$ cat src/rtl/mem_ctrl_pkg.sv
// mem_ctrl_pkg: shared definitions for the byte-serial memory controller.
// Length codes, FSM and requester encodings, IO region tag and byte helper.
package mem_ctrl_pkg;

    localparam logic [2:0]  LEN_B     = 3'd1;
    localparam logic [2:0]  LEN_H     = 3'd2;
    localparam logic [2:0]  LEN_W     = 3'd4;
    localparam logic [1:0]  IO_REGION = 2'b11;
    localparam logic [31:0] NULL32    = 32'h0000_0000;

    typedef enum logic [2:0] {
        ST_IDLE  = 3'd0,
        ST_FETCH = 3'd1,
        ST_LOAD  = 3'd2,
        ST_STORE = 3'd3,
        ST_DONE  = 3'd4
    } state_e;

    typedef enum logic [1:0] {
        OP_FETCH = 2'd0,
        OP_LOAD  = 2'd1,
        OP_STORE = 2'd2
    } op_e;

    // Address bits [17:16] select the IO window.
    function automatic logic is_io(input logic [1:0] tag);
        return tag == IO_REGION;
    endfunction

    function automatic logic [7:0] byte_sel(input logic [31:0] w,
                                            input logic [1:0]  idx);
        return w[{idx, 3'b000} +: 8];
    endfunction

endpackage

$ cat src/rtl/mem_load_ext.sv
// mem_load_ext: combinational sign/zero extension of assembled load data.
// Ports: data_i raw word, len_i byte count, sgn_i signed, data_o result.
module mem_load_ext
    import mem_ctrl_pkg::*;
(
    input  logic [31:0] data_i,
    input  logic [2:0]  len_i,
    input  logic        sgn_i,
    output logic [31:0] data_o
);

    always_comb begin
        data_o = data_i;
        case (len_i)
            LEN_B:   data_o = {{24{sgn_i & data_i[7]}}, data_i[7:0]};
            LEN_H:   data_o = {{16{sgn_i & data_i[15]}}, data_i[15:0]};
            default: data_o = data_i;
        endcase
    end

endmodule

$ cat src/rtl/mem_ctrl.sv
// mem_ctrl: arbiter between instruction fetch and load/store buffer and a
// byte-wide RAM/IO port. Each access is serialised into 1-4 byte cycles.
// Ports: clk/rst (sync, active-high), rdy freeze, jump_wrong flush,
//   mem_din/mem_dout/mem_a/mem_wr RAM side, io_buffer_full UART status,
//   if_req/if_addr/if_done/if_data fetch side,
//   lsb_read/lsb_write/lsb_len/lsb_addr/lsb_wdata/lsb_signed/lsb_done/
//   lsb_rdata load/store side.
// Build option MEM_IO_BUF_EN: throttle stores into the IO window on
//   io_buffer_full and insert a dead cycle between back-to-back IO writes.
module mem_ctrl
    import mem_ctrl_pkg::*;
#(
    parameter int ADDR_W = 32,
    parameter int DATA_W = 32
) (
    input  logic              clk,
    input  logic              rst,
    input  logic              rdy,
    input  logic              jump_wrong,
    input  logic [7:0]        mem_din,
    output logic [7:0]        mem_dout,
    output logic [ADDR_W-1:0] mem_a,
    output logic              mem_wr,
    input  logic              io_buffer_full,
    input  logic              if_req,
    input  logic [ADDR_W-1:0] if_addr,
    output logic              if_done,
    output logic [DATA_W-1:0] if_data,
    input  logic              lsb_read,
    input  logic              lsb_write,
    input  logic [2:0]        lsb_len,
    input  logic [ADDR_W-1:0] lsb_addr,
    input  logic [DATA_W-1:0] lsb_wdata,
    input  logic              lsb_signed,
    output logic              lsb_done,
    output logic [DATA_W-1:0] lsb_rdata
);

    state_e            state_q, state_d;
    op_e               op_q, op_d;
    logic [2:0]        cnt_q, cnt_d;
    logic [2:0]        len_q, len_d;
    logic [ADDR_W-1:0] addr_q, addr_d;
    logic [DATA_W-1:0] wdata_q, wdata_d;
    logic [DATA_W-1:0] data_q, data_d;
    logic              sgn_q, sgn_d;
    logic              replay_q, replay_d;

    logic [ADDR_W-1:0] cur_a;
    logic [1:0]        prev;
    logic              last_rd;
    logic              last_wr;
    logic              wr_ok;
    logic              wr_go;
    logic              rd_st;

    assign cur_a   = addr_q + ADDR_W'(cnt_q);
    assign prev    = cnt_q[1:0] - 2'd1;
    assign last_rd = (cnt_q >= len_q);
    assign last_wr = ((cnt_q + 3'd1) >= len_q);
    assign rd_st   = (state_q == ST_LOAD) || (state_q == ST_FETCH);

`ifdef MEM_IO_BUF_EN
    logic io_gap_q, io_gap_d;
    logic cur_io;

    assign cur_io = is_io(cur_a[17:16]);
    assign wr_ok  = !(cur_io && (io_buffer_full || io_gap_q));

    // Remembers that the previous cycle wrote to IO, forcing a gap.
    always_comb begin
        io_gap_d = io_gap_q;
        if (rdy) begin
            io_gap_d = wr_go && cur_io;
        end
    end

    always_ff @(posedge clk) begin
        if (rst) begin
            io_gap_q <= 1'b0;
        end else begin
            io_gap_q <= io_gap_d;
        end
    end
`else
    logic unused_io;

    assign unused_io = io_buffer_full;
    assign wr_ok     = 1'b1;
`endif

    assign wr_go = rdy && (state_q == ST_STORE) && wr_ok;

    // State register
    always_ff @(posedge clk) begin
        if (rst) begin
            state_q  <= ST_IDLE;
            op_q     <= OP_FETCH;
            cnt_q    <= 3'd0;
            len_q    <= 3'd0;
            addr_q   <= '0;
            wdata_q  <= '0;
            data_q   <= '0;
            sgn_q    <= 1'b0;
            replay_q <= 1'b0;
        end else begin
            state_q  <= state_d;
            op_q     <= op_d;
            cnt_q    <= cnt_d;
            len_q    <= len_d;
            addr_q   <= addr_d;
            wdata_q  <= wdata_d;
            data_q   <= data_d;
            sgn_q    <= sgn_d;
            replay_q <= replay_d;
        end
    end

    // Next-state and datapath
    always_comb begin
        state_d  = state_q;
        op_d     = op_q;
        cnt_d    = cnt_q;
        len_d    = len_q;
        addr_d   = addr_q;
        wdata_d  = wdata_q;
        data_d   = data_q;
        sgn_d    = sgn_q;
        replay_d = replay_q;
        if (!rdy) begin
            // The byte in flight is lost while frozen; fetch it again.
            if (rd_st && (cnt_q != 3'd0)) begin
                replay_d = 1'b1;
            end
        end else begin
            case (state_q)
                ST_IDLE: begin
                    cnt_d    = 3'd0;
                    replay_d = 1'b0;
                    if (lsb_write) begin
                        state_d = ST_STORE;
                        op_d    = OP_STORE;
                        addr_d  = lsb_addr;
                        len_d   = lsb_len;
                        wdata_d = lsb_wdata;
                        sgn_d   = lsb_signed;
                    end else if (lsb_read && !jump_wrong) begin
                        state_d = ST_LOAD;
                        op_d    = OP_LOAD;
                        addr_d  = lsb_addr;
                        len_d   = lsb_len;
                        sgn_d   = lsb_signed;
                        data_d  = DATA_W'(NULL32);
                    end else if (if_req && !jump_wrong) begin
                        state_d = ST_FETCH;
                        op_d    = OP_FETCH;
                        addr_d  = if_addr;
                        len_d   = LEN_W;
                        sgn_d   = 1'b0;
                        data_d  = DATA_W'(NULL32);
                    end
                end
                ST_FETCH, ST_LOAD: begin
                    if (jump_wrong) begin
                        state_d  = ST_IDLE;
                        cnt_d    = 3'd0;
                        replay_d = 1'b0;
                    end else if (replay_q) begin
                        replay_d = 1'b0;
                    end else begin
                        if (cnt_q != 3'd0) begin
                            data_d[{prev, 3'b000} +: 8] = mem_din;
                        end
                        if (last_rd) begin
                            state_d = ST_DONE;
                        end else begin
                            cnt_d = cnt_q + 3'd1;
                        end
                    end
                end
                ST_STORE: begin
                    if (wr_go) begin
                        if (last_wr) begin
                            state_d = ST_DONE;
                        end else begin
                            cnt_d = cnt_q + 3'd1;
                        end
                    end
                end
                ST_DONE: begin
                    state_d = ST_IDLE;
                    cnt_d   = 3'd0;
                end
                default: begin
                    state_d = ST_IDLE;
                end
            endcase
        end
    end

    // Outputs
    always_comb begin
        mem_a    = '0;
        mem_dout = 8'h00;
        mem_wr   = 1'b0;
        if_done  = 1'b0;
        lsb_done = 1'b0;
        case (state_q)
            ST_FETCH, ST_LOAD: begin
                if (replay_q) begin
                    mem_a = cur_a - ADDR_W'(1);
                end else if (!last_rd) begin
                    mem_a = cur_a;
                end
            end
            ST_STORE: begin
                mem_a    = cur_a;
                mem_dout = byte_sel(wdata_q, cnt_q[1:0]);
                mem_wr   = wr_go;
            end
            ST_DONE: begin
                if_done  = rdy && (op_q == OP_FETCH) && !jump_wrong;
                lsb_done = rdy && ((op_q == OP_STORE) ||
                           ((op_q == OP_LOAD) && !jump_wrong));
            end
            default: begin
                mem_a = '0;
            end
        endcase
    end

    assign if_data = data_q;

    mem_load_ext u_ext (
        .data_i (data_q),
        .len_i  (len_q),
        .sgn_i  (sgn_q),
        .data_o (lsb_rdata)
    );

endmodule

$ cat config.mk
export PLATFORM = sky130hd
export DESIGN_NAME = mem_ctrl
export DESIGN_NICKNAME = d
export VERILOG_FILES = /design/src/rtl/mem_ctrl_pkg.sv /design/src/rtl/mem_load_ext.sv /design/src/rtl/mem_ctrl.sv
export SDC_FILE = /design/constraint.sdc
export NUM_CORES = 1
export LEC_CHECK = 0
export ABC_AREA = 0
export CORE_ASPECT_RATIO = 0.9
export CORE_UTILIZATION = 33
export CTS_CLUSTER_SIZE = 20
export DETAILED_ROUTE_END_ITERATION = 12
export HOLD_SLACK_MARGIN = 0.05
export SLEW_MARGIN = 20
export SYNTH_ARGS = -nofsm -noshare
export SYNTH_HDL_FRONTEND = slang
export SYNTH_SLANG_ARGS = --single-unit
$ cat constraint.sdc
create_clock -name clk -period 10.55 [get_ports clk]
set_clock_uncertainty 0.1 [all_clocks]
set_input_delay 1.5825 -clock clk [delete_from_list [all_inputs] [get_ports clk]]
set_output_delay 1.5825 -clock clk [all_outputs]
set_load 0.1 [all_outputs]
; Yosys cells after proc, flatten, opt, wreduce, memory -nomap -nowiden
; Cells that the tools add are included.
[totals]
reg_bits = 109
output_inout_bits = 107
inputBits = 116
wordCells = 115
[op_classes]
n_addsub = 5
n_reduce_logical = 27
shift = 3
n_lt_le_gt_ge = 2
eq_ne = 21
mux = 46
n_bitwise = 2
[ops]
columns = op, n
row1 = $mux W32, 11
row2 = $pmux W32 S2, 3
row3 = $mux W3, 16
row4 = $add A32 B3 Y32, 1
row5 = $bwmux W32, 1
row6 = $shift A8 B7 Y32 const A, 1
row7 = $shiftx A32 B6 Y8, 1
row8 = $shiftx A8 B7 Y32, 1
row9 = $sub A32 B1 Y32 const B, 1
row10 = $pmux W3 S3, 2
row11 = $ne A2 B2 Y1 const B, 8
row12 = $ne A3 B3 Y1 const B, 4
row13 = $reduce_and A6 Y1, 2
row14 = $eq A3 B2 Y1 const B, 3
row15 = $mux W1, 9
row16 = $reduce_bool A3 Y1, 3
row17 = $logic_and A1 B1 Y1, 8
row18 = $mux W8, 1
row19 = $neg A5 Y7, 1
row20 = $reduce_and A7 Y1, 1
row21 = $eq A3 B1 Y1 const B, 2
row22 = $ge A3 B3 Y1, 2
row23 = $mux W2, 3
row24 = $reduce_and A3 Y1, 2
row25 = 15 further kinds, 19

; Longest topological paths before layout
; Gate-level depths: netlist (run 1).
[logic_depth]
depth_word = 8
depth_mapped = 13
mapped_depth_nobuf = 11

; Cells and area by module
; Synthesis (run 1) repeated with hierarchy kept, for this count alone.
[hier_totals]
hier_cells = 992
area_unflattened_um2 = 7298.2
[by_module_without_submodules]
columns = module, seq_area_each_um2, cells_per_inst, area_each_um2, n_inst
row1 = mem_ctrl, 2182.1, 948, 6949.2, 1
row2 = mem_load_ext, 0.0, 44, 349.1, 1

; Worst setup path after synthesis (run 1)
; OpenSTA, ideal clock, no wires.
[synth_timing]
kind = flip-flop to output port
from = register cnt_q[0]
to = output mem_a[27]
path_buffers = 0
path_stages_with_launch = 10
t_required_ns = 8.868
setup_slack_ns = 3.717
arrival_time_ns = 5.150
cell_sequence = dfxtp_1 -> ha_1 -> fa_1 -> a21o_1 -> nand4_1 -> xor2_1 -> or4b_4 -> nor4_4 -> nand3_1 -> o31ai_1
[synth_between]
elab_chain_len = 4
elab_cells_between_ends = 6
classes_between = add/sub: 2 / order compare: 1 / mux: 3
[synth_rtl]
columns = item, line_no
row1 = "start, declared", mem_ctrl.sv:41  ; logic [2:0] cnt_q, cnt_d;
row2 = "start signal, assigned", mem_ctrl.sv:109  ; cnt_q <= cnt_d;
row3 = $add A32 B3 Y32 or $ge A3 B3 Y1 (tied branches), "mem_ctrl.sv:57, mem_ctrl.sv:59"
row4 = $sub A32 B1 Y32 or $mux W32 (tied branches), "mem_ctrl.sv:211, mem_ctrl.sv:212"
row5 = $mux W32, mem_ctrl.sv:210  ; if (replay_q) begin
row6 = $pmux W32 S2 *, mem_ctrl.sv:208  ; case (state_q)
row7 = "end, declared", mem_ctrl.sv:22  ; output logic [ADDR_W-1:0] mem_a,
; Every way passes the cells marked *; elsewhere a longest branch is shown, timed or not.

; Final worst setup path (run 1)
[layout_timing]
from = register cnt_q[0]
to = output mem_a[29]
; The elaborated chain is that of the path after synthesis.

==> flow_summary.yaml, run 1 <==
layout:
  n_antenna_cell: 0
  fin_cells: 1394
  finish.instance_area_sq_um: 9840
  nFillCells: 2122
  fin_nets: 1236
  drive_above_1_share: 0.0505
  finish.utilization: 0.467
  syn_to_final_growth_pct: 37.0
cts:
  ctsRootBufferMaster: "clkbuf_16"
  cts_resized: 0
  clkLatencyLatePin_ns: 0.37
  cts_hold_buffers: 0
  cts_buffer_depth: 2
  clock-sinks: 109
  path_clk_slew_ns: 0.08
  cts_tree: "built"
  post_cts_buffers: 0
  cts_made_buffers: 9
  htree_levels: 3
worst_hold_path:
  min_delay_path_depth: 2
  hp-class: "flop to flop"
critical_path:
  path_depth: 11
  worst_ep_required_time_ns: 8.87
  slowest_stage: "clkdlybuf4s50_1"
  critical_path.max_fanout: 19
  reg2reg_depth: 11
  cpLargestDelayFamily: "simple AND/OR/NAND/NOR gates"
  crit_type: "flop to primary output"
  max_stage_delay_ns: 1.21
  arrival_ns: 6.00
  cp_cell_sequence: "ha_1 -> fa_1 -> a21o_1 -> nand4_1 -> xor2_1 -> or4b_4 -> nor4_4 -> nand3_1 -> or3_1 -> o21ai_0 -> clkdlybuf4s50_1"
  crit_buf_inv: 1
  crit_path_end_kind: "primary output"
  start_kind: "flop"
  ff2ff_setup_slack_ns: 6.27
global_routing:
  grt_usage: 0.201
  grt_pass1_wl_microns: 35400
  grt_pass1_vias: 6502
  grt_max_degree: 89
  grt-ovfl-total: 0
  antenna_found_initial: 0
pwr:
  p_leak_nw: 3.58
  irDropWorstVdd_mv: 0.0756
  finalPower_mw: 1.21
  powerDensity_nw_per_um2: 123
floorplan:
  dieWidth_microns: 158
  initial_core_util: 0.341
  dieArea_sq_um: 22400
  core_sq_um: 21100
  rows: 50
  die_h_microns: 142
  ios: 223
yosys:
  synth-seq-cells: 109
  synth_cell_type_count: 67
  synth_cells: 934
  yosys.area.top_type: "dfxtp_1"
  synth.avg_cell_area_sq_um: 7.70
  syn_area_sq_um: 7190
  synth_edf_count: 0
  synth.most_common_cell: "nand2_1"
  synthTopCellsByArea: "dfxtp_1 30%, nand2_1 7.6%, mux2i_1 5.6%, a21oi_1 5.5%, nor2_1 4.3%"
  postSynthNetCount: 1067
  synth_common_cells: "146 x nand2_1, 109 x dfxtp_1, 82 x nor2_1"
  synth-warning-count: 0
  yosysSeqAreaShare: 0.304
  ys_async_sr_fraction: 0
  synth_top_area_share: 0.304
  synth_ff_type: "dfxtp_1"
routing:
  dr.pass1.iters: 5
  vias: 7376
  drt_iter0_drc: 461
  drc: 0
  wl_microns: 22600
  wl_per_cell_microns: 16.2
  ant_nets: 0
  avgViaCountPerCell: 5.29
timing:
  slew-limit-headroom: 0.255
  rsz0062_at_grt: "no"
  worst_pin_slew_ns: 1.11
  setup-violations-final: 0
  setup_tns_ns: 0
  finalWorstSetupSlack_ns: 2.87
  fmax_ghz: 0.130
  hold_ws_ns: 0.356
  hold_violations: 0
  period_share: 0.728
  min_period_ns: 7.68
  slew_viol_final: 0
placement:
  dp_slack_ns: 3.28
  dp_cells: 1378
  place_congestion: 0.879
  placement.io_buffers: 221
  dp.final_hpwl_microns: 16800
  placed_cell_area_sq_um: 9530
flow_run:
  maxCapViolCount: 0
run_status:
  run_status: "finished clean"
cell usage in the layout (no fill, tap or decap), types with 6 or more instances in the layout:
cell | netlist | routed
a21oi_1 | 79 | 78
mux4_2 | 8 | 8
buf_4 | 10 | 11
nand3b_1 | 7 | 7
and3_1 | 10 | 10
nor2_1 | 82 | 81
xor2_1 | 13 | 13
and2_1 | 8 | 8
nor4_1 | 9 | 9
clkdlybuf4s50_1 | 0 | 220
a21o_1 | 29 | 29
a31oi_1 | 6 | 6
a211oi_1 | 38 | 38
nand2_1 | 146 | 146
a22oi_1 | 10 | 10
dfxtp_1 | 109 | 109
ha_1 | 16 | 16
nor3_1 | 16 | 16
o21ai_0 | 24 | 24
inv_1 | 12 | 12
or3_1 | 10 | 10
xnor2_1 | 24 | 24
nand4_1 | 19 | 19
clkbuf_16 | 0 | 9
nand3_1 | 43 | 43
nor2b_1 | 9 | 9
o22ai_1 | 13 | 13
mux2i_1 | 40 | 40
where the power goes:
group          total, mW  leakage [nW]  internal, mW  switching (mW)
registers          0.484         0.889         0.441          0.0427
clock network      0.356         0.151         0.171           0.185
logic              0.374          2.54         0.143           0.230
cells by family after synthesis:
group                      Yosys count  share of synthesized area
xor gates and xnor gates            37                     0.0451
muxes                               48                     0.0808
buffers and inverters               85                     0.0510
AOI/OAI and AO/OA                  237                      0.210
adders and majority gates           18                     0.0320
and+or+nand+nor                    400                      0.277
DFF                                109                      0.304
final cells by class:
cell class / instances / area [sq um] / share of cell area
multi-input combinational: 740 / 4660 / 0.474
tap: 286 / 358 / 0.0363
clock buffer: 9 / 225 / 0.0229
inverter: 12 / 45.0 / 0.00458
clock inverter: 7 / 86.3 / 0.00877
sequential: 109 / 2180 / 0.222
timing repair buffer: 231 / 2280 / 0.232
worst reg2reg max path, delay by kind of cell, from the launching register on:
kind,cells,cell delay (ns)
flops,1,0.97
buf+inv,2,0.78
fa+ha+maj,1,0.38
simple gates,3,0.69
compound gates,5,1.27
per-layer routing:
layer | share of wire | global-route usage | vias to the layer above
met1 | 0.48 | 0.289 | 3400
met2 | 0.44 | 0.313 | 245
met3 | 0.065 | 0.0338 | 14
met4 | 0.0096 | 0.0439 | 0
li1 | - | - | 3717
met5 | 0 | 0 | -
flip-flops by register name, summed over array words and instances, names as in the netlist:
name / flops
addr_q: 32
cnt_q: 3
if_data: 32
len_q: 3
op_q: 2
replay_q: 1
sgn_q: 1
state_q: 3
wdata_q: 32
path summary, 6_finish.rpt:
kind | start | endpoint
worst max-delay path | cnt_q[0]$_SDFFE_PP0P_ | mem_a[29]
worst min-delay path | wdata_q[28]$_SDFFE_PP0P_ | wdata_q[28]$_SDFFE_PP0P_
worst max register to register | cnt_q[0]$_SDFFE_PP0P_ | addr_q[4]$_SDFFE_PP0P_
worst min register to register | wdata_q[28]$_SDFFE_PP0P_ | wdata_q[28]$_SDFFE_PP0P_
Power figures use the tool's default switching activity.
==> run 2, diff against run 1 <==
- clock period: 10.55 -> 7.7 ns (I/O delays scaled with it)
==> run 2 against run 1 <==
Net effect:
- global-route usage is essentially flat
- sequential share of layout area about the same
- flip-flop and latch count stayed put
- combinational power grew 39%
- power grew 35%
==> flow_summary.yaml, run 2 (synthesis gave the netlist of run 1 again) <==
global_routing:
  antenna_found_initial: 0
  grt-ovfl-total: 0
  top_usage_layer: "met2"
  grt_use_met3: 0.0289
  grt_usage: 0.201
  grt_pass1_vias: 6544
  grt_use_met1: 0.293
  grt_max_degree: 88
  grt_pass1_wl_microns: 35400
  met2_usage: 0.308
floorplan:
  initial_core_util: 0.341
  ios: 223
  rows: 50
  dieWidth_microns: 158
  dieArea_sq_um: 22400
  core_sq_um: 21100
  die_h_microns: 142
cts:
  clkLatencyLatePin_ns: 0.36
  cts_resized: 0
  cts_tree: "built"
  cts_made_buffers: 9
  cts_buffer_depth: 2
  htree_levels: 3
  post_cts_buffers: 0
  cts_hold_buffers: 0
  clock-sinks: 109
  path_clk_slew_ns: 0.08
  ctsRootBufferMaster: "clkbuf_16"
critical_path:
  reg2reg_from: "cnt_q[0]$_SDFFE_PP0P_"
  arrival_ns: 5.07
  start_kind: "flop"
  worstSetupStartpoint: "cnt_q[0]$_SDFFE_PP0P_"
  cpMostUsedCell: "nand4_1"
  critical_path.max_fanout: 9
  slowest_stage: "clkdlybuf4s50_1"
  reg2reg_depth: 12
  crit_path_end_kind: "primary output"
  worst_ep_required_time_ns: 6.44
  max_stage_delay_ns: 1.15
  cp_cell_sequence: "ha_1 -> fa_1 -> a21o_1 -> nand4_1 -> xor2_1 -> or4b_4 -> nor4_4 -> nand4_1 -> mux2i_1 -> a22o_1 -> clkdlybuf4s50_1"
  crit_type: "flop to primary output"
  r2r-end: "addr_q[3]$_SDFFE_PP0P_"
  ff2ff_setup_slack_ns: 3.91
layout:
  drive_above_1_share: 0.0603
  syn_to_final_growth_pct: 36.7
  layout_common_cells: "213 x clkdlybuf4s50_1, 146 x nand2_1, 109 x dfxtp_1"
  nFillCells: 2155
  fin_nets: 1240
  final_common_cell: "clkdlybuf4s50_1"
  fin_cells: 1399
routing:
  drt_iter0_drc: 616
  ant_nets: 0
  wl_microns: 22900
  vias: 7418
  dr.pass1.iters: 5
  avgViaCountPerCell: 5.30
  drc: 0
  wl_per_cell_microns: 16.3
timing:
  rsz0062_at_grt: "no"
  min_period_ns: 6.32
  slew-limit-headroom: 0.323
  hold_violations: 0
  setup-violations-final: 0
  fmax_ghz: 0.158
  period_share: 0.821
  worst_pin_slew_ns: 1.01
  setup_tns_ns: 0
  slew_viol_final: 0
pwr:
  irDropWorstVdd_mv: 0.107
  p_leak_nw: 3.60
  powerDensity_nw_per_um2: 167
worst_hold_path:
  worstHoldStart: "wdata_q[28]$_SDFFE_PP0P_"
  holdPathEnd: "wdata_q[28]$_SDFFE_PP0P_"
  min_delay_path_depth: 2
  hp-class: "flop to flop"
placement:
  dp.final_hpwl_microns: 16900
  placement.io_buffers: 221
  dp_cells: 1382
  place_congestion: 0.887
flow_run:
  maxCapViolCount: 0
run_status:
  run_status: "finished clean"
==> run 2: changes by cell type in the layout (fill, tap and decap cells not counted) <==
cell,delta
inv_8,+1
clkinv_2,+2
clkinvlp_4,+2
clkdlybuf4s50_1,-7
clkinv_8,-3
diode_2,+1
buf_4,+11
inv_6,-2
==> run 2: cell type report <==
class	count	area, sq um	share of cell area
Antenna cell	1	2.50	0.000255
Clock buffer	9	225	0.0229
Timing Repair Buffer	235	2300	0.234
Tap cell	286	358	0.0364
Inverter	12	45.0	0.00458
Multi-Input combinational cell	740	4660	0.474
Sequential cell	109	2180	0.222
Clock inverter	7	56.3	0.00573
==> run 2: metrics by stage <==
stage	hold WS [ns]	cell area [sq um]	power, mW	setup slack, ns	util
floorplan	0.333	7190	1.02	1.29	-
global placement	0.342	9550	1.18	1.83	0.453
detailed placement	0.347	9550	1.19	1.80	0.453
CTS	0.356	9830	1.66	1.39	0.466
global route	0.377	9830	1.73	1.12	0.466
finish	0.354	9830	1.64	1.38	0.466
==> run 2: how the worst max path moves through the flow <==
stage | endpoint | slack [ns] | cells past startpoint
finish | mem_a[25] | 1.38 | 11
floorplan | mem_a[27] | 1.29 | 9
detailed placement | mem_a[25] | 1.80 | 11
global placement | mem_a[25] | 1.83 | 11
CTS | mem_a[25] | 1.39 | 11
global route | mem_a[31] | 1.12 | 11
==> run 2: where the power goes <==
part | total (mW) | switching (mW) | leakage, nW | internal, mW
registers | 0.662 | 0.0569 | 0.889 | 0.605
logic | 0.519 | 0.321 | 2.57 | 0.198
clock network | 0.462 | 0.237 | 0.136 | 0.225
==> run 2: routing by layer <==
metal / share of wire / vias to the layer above
met1: 0.49 / 3447
met3: 0.061 / 17
met2: 0.44 / 238
li1: - / 3716
met5: 0 / -
met4: 0.011 / 0
==> run 2: critical path: cells and delay by family, from the launching register on <==
| family | cells | cell delay (ns) |
|---|---|---|
| compound gates | 2 | 0.42 |
| mux | 1 | 0.20 |
| simple gates | 4 | 1.62 |
| flops | 1 | 0.33 |
| fa+ha+maj | 2 | 0.70 |
| xor+xnor | 1 | 0.28 |
| buf+inv | 1 | 1.15 |
